<file path="config.mk">
export PLATFORM = sky130hd
export DESIGN_NAME = multi_channel_source
export DESIGN_NICKNAME = d
export VERILOG_FILES = /design/src/rtl/multi_pkg.sv /design/src/rtl/multi_fifo_mem.sv /design/src/rtl/multi_channel_source.sv
export SDC_FILE = /design/constraint.sdc
export NUM_CORES = 1
export LEC_CHECK = 0
export CORE_AREA = 5 5 42 44
export CTS_BUF_LIST = sky130_fd_sc_hd__clkbuf_4
export DETAILED_ROUTE_END_ITERATION = 12
export DIE_AREA = 0 0 47 49
export PLACE_DENSITY = 0.46
export SYNTH_ARGS = -nofsm -noshare
export SYNTH_HDL_FRONTEND = slang
export SYNTH_SLANG_ARGS = --single-unit
</file>
<file path="constraint.sdc">
create_clock -name CLK -period 2.9 [get_ports CLK]
set_input_delay 0.58 -clock CLK [delete_from_list [all_inputs] [get_ports CLK]]
set_output_delay 0.58 -clock CLK [all_outputs]
set_load 0.02 [all_outputs]
</file>
<file path="src/rtl/multi_pkg.sv">
// multi_pkg: width helpers and channel bundle shared by the multi-cycle source and sink wrappers.
package multi_pkg;
  localparam int CHAN_W = 64;
  typedef struct packed {
    logic [CHAN_W-1:0] data;
    logic              valid;
  } chan_t;
  function automatic int clog2(input int n);
    int r;
    r = 0;
    while ((1 << r) < n) r++;
    return r;
  endfunction
  function automatic int cnt_w(input int depth);
    return clog2(depth + 1);
  endfunction
  // A one-entry FIFO still needs a 1-bit pointer to stay legal.
  function automatic int ptr_w(input int depth);
    return (depth > 1) ? clog2(depth) : 1;
  endfunction
endpackage

</file>
<file path="src/rtl/multi_fifo_mem.sv">
// multi_fifo_mem: depth x w storage with one write port and an asynchronous read at the head.
module multi_fifo_mem #(
  parameter int W     = 1,
  parameter int DEPTH = 2,
  parameter int PW    = 1
) (
  input  logic          clk,
  input  logic          we,
  input  logic [PW-1:0] waddr,
  input  logic [W-1:0]  wdata,
  input  logic [PW-1:0] raddr,
  output logic [W-1:0]  rdata
);
  logic [W-1:0] mem [DEPTH];
  always_ff @(posedge clk)
    if (we) mem[waddr] <= wdata;
  assign rdata = mem[raddr];
endmodule

</file>
<file path="src/rtl/multi_channel_source.sv">
// multi_channel_source: FIFO-backed producer for the VALID/CONSUMED multi-cycle write channel.
module multi_channel_source
  import multi_pkg::*;
#(
  parameter int width = 1,
  parameter int depth = 2,
  localparam int W  = (width == 0) ? 1 : width,
  localparam int CW = cnt_w(depth),
  localparam int PW = ptr_w(depth)
) (
  input  logic          CLK,
  input  logic          RST_N,
  input  logic [W-1:0]  ENQ_DATA,
  input  logic          ENQ_EN,
  output logic          ENQ_READY,
  output logic [W-1:0]  OUT_WRITE,
  output logic          OUT_WRITE_VALID,
  input  logic          OUT_WRITE_CONSUMED,
  output logic [CW-1:0] COUNT,
  output logic          OVERFLOW
);
  logic [CW-1:0] count;
  logic [PW-1:0] head, tail;
  logic [W-1:0]  wdata, rdata;
  logic          push, pop;
  // Wrap by compare so non-power-of-two depths cycle through exactly depth slots.
  function automatic logic [PW-1:0] nxt(input logic [PW-1:0] p);
    return (p == PW'(depth - 1)) ? '0 : p + PW'(1);
  endfunction
  assign ENQ_READY       = count != CW'(depth);
  assign OUT_WRITE_VALID = count != '0;
  assign COUNT           = count;
  assign push            = ENQ_EN && ENQ_READY;
  assign pop             = OUT_WRITE_VALID && OUT_WRITE_CONSUMED;
  assign wdata           = (width == 0) ? '0 : ENQ_DATA;
  assign OUT_WRITE       = (width == 0) ? '0 : rdata;
  always_ff @(posedge CLK or negedge RST_N)
    if (!RST_N) begin
      count    <= '0;
      head     <= '0;
      tail     <= '0;
      OVERFLOW <= 1'b0;
    end else begin
      count    <= (push && !pop) ? count + CW'(1) : (!push && pop) ? count - CW'(1) : count;
      head     <= pop ? nxt(head) : head;
      tail     <= push ? nxt(tail) : tail;
      OVERFLOW <= OVERFLOW || (ENQ_EN && !ENQ_READY);
    end
  multi_fifo_mem #(.W(W), .DEPTH(depth), .PW(PW)) u_mem (
    .clk   (CLK),
    .we    (push),
    .waddr (tail),
    .wdata (wdata),
    .raddr (head),
    .rdata (rdata)
  );
endmodule
</file>
* After elaboration in Yosys (flattened, before gate mapping) *
Memories as Yosys holds them, arrays and structs flattened.
Cells that the tools add are included.
Widths: inputs -> output; s select.

cells by class
  muxes and demuxes = 6
  equality and inequality tests = 1
  shift operators = 0
  reductions and logical operators = 11
  $lt $le $gt $ge = 0
  $mul = 0
  add/subtract/negate cells = 4
  divide/modulo/power cells = 0
  bitwise logic cells = 0

operators by type and width
  operator             count
  $logic_and 1x1->1    5
  $mux 1               4
  $mux 2               2
  $reduce_bool 2->1    2
  $logic_not 1->1      3
  $add 1x1->1 const B  2
  $add 2x1->2 const B  1
  $ne 2x2->1 const B   1
  $sub 2x1->2 const B  1
  $logic_or 1x1->1     1

storage, ports and cells
  ROM bits = 0
  logic and storage cells = 27
  output and inout bits = 6
  latch bits = 0
  input bits = 5
  RAM bits = 2
  bits in registers = 5
  memories kept = 1

memories
  name       words  width  read ports  clocked after Yosys merged registers in  write ports  RTL line              text
  u_mem.mem  2      1      1           0                                        1            multi_fifo_mem.sv:14  logic [W-1:0] mem [DEPTH];

* Depth between registers and ports, before layout *
  depth in word-level cells = 6
  gate-level depth with buffers = 7
  gate-level depth less buffers = 7

* Modules after synthesis *
Synthesis repeated with hierarchy kept, for this count alone.

unflattened totals
  cell total of the unflattened synthesis = 23
  area total of the unflattened synthesis = 326.6 um^2

modules (own cells, without submodules)
  module                instances  seq. area each (um^2)  area each (um^2)  cells an instance
  multi_channel_source  1          125.1                  239.0             18
  multi_fifo_mem        1          60.1                   87.6              5

* Worst setup path before layout *
Ideal clock, no wire load.

  path type = reg-to-reg
  start point = register count[0], in the netlist COUNT[0]
  end point = register count[1], in the netlist COUNT[1]
  clock period less this slack = 1497 ps
  setup time = 80 ps
  data required time = 2820 ps
  stages on the path, launching flop included = 8
  data arrival time = 1417 ps
  buffers on the path = 0
  setup slack = 1403 ps
  cells stage by stage = dfrtp_1 nand2b_4 nand2_2 inv_1 ha_1 xor2_1 nor2_1 xor2_1

between the ends
  longest elaborated chain between the ends = 5
  elaborated cells between the ends (all ways) = 13
  classes of those cells = add/sub: 2; eq/ne: 1; mux: 2; reduce/logical: 8

RTL lines
  what                         RTL line                    text
  start, declared              multi_channel_source.sv:22  logic [CW-1:0] count;
  start signal, assigned       multi_channel_source.sv:44  count <= (push && !pop) ? count + CW'(1) : (!push && pop) ? count - CW'(1) : count;
  $ne 2x2->1 *                 multi_channel_source.sv:30  assign ENQ_READY = count != CW'(depth);
  net ENQ_READY                multi_channel_source.sv:15  output logic ENQ_READY,
  $logic_and 1x1->1 *          multi_channel_source.sv:33  assign push = ENQ_EN && ENQ_READY;
  net push                     multi_channel_source.sv:25  logic push, pop;
  $logic_not 1->1              multi_channel_source.sv:44
  $logic_and 1x1->1            multi_channel_source.sv:44
  $reduce_bool 2->1 (no line)  --

Mark *: on every way through the listed nets, which the timed path passes. The rest lies on a longest branch. The select of a mux whose other input is x is not followed.
A chain may end at the register's enable or synchronous reset.

* Worst setup path after layout *
  start point = register count[0], in the netlist COUNT[0]
  end point = output port OUT_WRITE_VALID

between the ends
  longest elaborated chain between the ends = 1

RTL lines
  what               RTL line                    text
  $reduce_bool 2->1  multi_channel_source.sv:31  assign OUT_WRITE_VALID = count != '0;
  end, declared      multi_channel_source.sv:17  output logic OUT_WRITE_VALID,

No other way between the ends.

==> flow_summary.json <==
{
  "dieHeight_um": 49,
  "status": "complete, no violations",
  "yosysTopAreaCell": "dfrtp_1",
  "grt_overflow": 0,
  "drt_pass1_iterations": 3,
  "busiest_layer": "met2",
  "cts_tree": "done",
  "reg2reg_to": "COUNT[1]",
  "postRouteAntennaNets": 0,
  "yosys-top-cells-area": "dfrtp_1, edfxtp_1, xnor2_1",
  "synthTopCellsByCount": "dfrtp_1, xnor2_1",
  "r2r_start": "COUNT[0]",
  "grt_pass1_vias": 237,
  "avgSynthCellArea_sq_um": 13.4,
  "die-area_sq_um": 2300,
  "syn_area_sq_um": 322,
  "dr_total_vias": 208,
  "cp_data_required_time_ns": 2.32,
  "reg2regPathDepth": 6,
  "cp.arrival_ns": 1.50,
  "finalCoreUtilization_pct": 33.7,
  "period_share_pct": 71.6,
  "clock_skew_ns": 0.00254,
  "p_per_area_nw_per_um2": 1120,
  "clkTransAtPathRegs_ns": 0.05,
  "cts_buffers": 3,
  "ys_async_sr_fraction_pct": 71.4,
  "cts_hold_buf": 0,
  "start_kind": "flop",
  "yosysTopAreaCellShare_pct": 38.9,
  "ir_drop_mv": 0.502,
  "nNetsFinal": 45,
  "ys.flop_type": "dfrtp_1",
  "drt_iter0_drc": 11,
  "synthMostInstantiatedCell": "dfrtp_1",
  "drv_cap": 0,
  "synth_nets": 30,
  "holdWs_ns": 0.474,
  "hold_end": "OVERFLOW",
  "syn2layout_area_growth_pct": 46.7,
  "io_pins": 11,
  "dpl.cell_count": 50,
  "gp_congestion": 0.628,
  "met2_usage_pct": 9.50,
  "antenna_found_initial": 0,
  "worst_hold_path_type": "reg2reg",
  "total_leakage_power_nw": 0.205,
  "end_kind": "primary output",
  "finalMaxSlewViolations": 0,
  "initial_core_util_pct": 22.9,
  "grt_max_degree": 6,
  "core_area_sq_um": 1400,
  "period_needed_ns": 2.08,
  "rsz0062_at_grt": "no",
  "clock_latency_ns": 0.24,
  "grt_usage_pct": 6.47,
  "syn_inst": 24,
  "routed_wl_um": 561,
  "post-place-ws_ns": 1.01,
  "ctsResizeCount": 0,
  "finalHoldViolCount": 0,
  "clock_path_buffers": 2,
  "drive_gt1_share_pct": 23.7,
  "post_cts.repair.setup_buffers": 0,
  "setup_viol": 0,
  "whs_path_depth": 1,
  "met3_usage_pct": 4.80,
  "synth_warnings": 0,
  "std_cell_rows": 14,
  "remaining_drc_errors": 0,
  "relSlewSlack_pct": 83.8,
  "synth-seq-area-share_pct": 57.6,
  "wl_per_cell_um": 10.4,
  "grt_pass1_wl_um": 1020,
  "portBuffers": 10,
  "die_w_um": 47,
  "stdcell_count": 54,
  "crit_fanout": 5,
  "cts-root-buf": "clkbuf_4",
  "tns_ns": 0,
  "hpwl_um": 468,
  "antenna_cells": 0,
  "grt_use_met1_pct": 6.80,
  "r2r_slack_ns": 1.46,
  "fmax_ghz": 0.482,
  "synth_enable_flop_cells": 2,
  "ys_types": 14,
  "ys_ff_latch": 7,
  "worstHoldStart": "OVERFLOW",
  "htreeDepth": 1,
  "tightest_slew_ns": 0.242,
  "viasPerCell": 3.85,
  "criticalPathCategory": "reg2out",
  "setup_ws_ns": 0.825,
  "clock_sinks": 7
}
==> worst max path at each step <==
stage,startpoint,to,depth (start not counted)
4_1_cts,COUNT[0],OUT_WRITE_VALID,2
3_3_place_gp,ENQ_EN,COUNT[1],7
6_report,COUNT[0],OUT_WRITE_VALID,2
5_1_grt,head,OUT_WRITE,2
3_5_place_dp,ENQ_EN,COUNT[1],6
2_1_floorplan,COUNT[0],COUNT[1],7
==> cells in the final DEF, fill, tap and decap left out, drive strengths merged <==
master          n
o21bai          1
mux2            1
clkbuf          4
xnor2           3
xor2            2
nand2           2
or2             1
dfrtp           5
ha              1
clkdlybuf4s50  10
nor2            2
nand2b          1
and3            1
edfxtp          2
inv             2
==> sequential cells by signal (all words and copies together), names as in the netlist <==
signal and cells:
COUNT 2, u_mem.mem 2, OVERFLOW 1, head 1, tail 1
==> power by group <==
group	switching, mW	leakage (nW)	internal (mW)
clock network	0.0325	0.0184	0.0616
logic	0.115	0.113	0.140
registers	0.0377	0.0740	0.141
total	0.186	0.205	0.343
==> final cells by class <==
type / instances / area (sq um)
fill: 154 / 930
multi-input combinational: 15 / 129
tap: 16 / 20.0
clock buffer: 4 / 30.0
sequential: 7 / 185
inverter: 2 / 7.51
timing repair buffer: 10 / 100
==> through the flow <==
step | power (mW) | area, sq um
final | 0.528 | 472
after global routing | 0.566 | 472
after CTS | 0.540 | 472
after detailed placement | 0.441 | 442
after global placement | 0.434 | 442
after floorplan | 0.341 | 322
==> kinds of logic (layout without fill, tap and decap cells) <==
kind of cell / Yosys count / after routing / share of synthesized area, %
AO/OA/AOI/OAI: 1 / 1 / 2.34
XOR/XNOR: 5 / 5 / 13.6
flip-flops: 7 / 7 / 57.6
multiplexers: 1 / 1 / 3.50
AND/OR/NAND/NOR: 7 / 7 / 16.7
buffers and inverters: 2 / 16 / 2.34
adder cells (fa/ha/maj): 1 / 1 / 3.89
==> metal layers <==
layer | share of wire, % | up-vias
met1 | 36 | 96
met4 | 0 | 0
met3 | 11 | 0
met2 | 53 | 9
met5 | 0 | -
li1 | - | 103
==> critical path, stage by stage, from the launching register on <==
cell,delay (ns)
dfrtp_1,0.43
or2_4,0.28
clkdlybuf4s50_1,0.54
No activity file was read; power rests on OpenSTA's default activity.
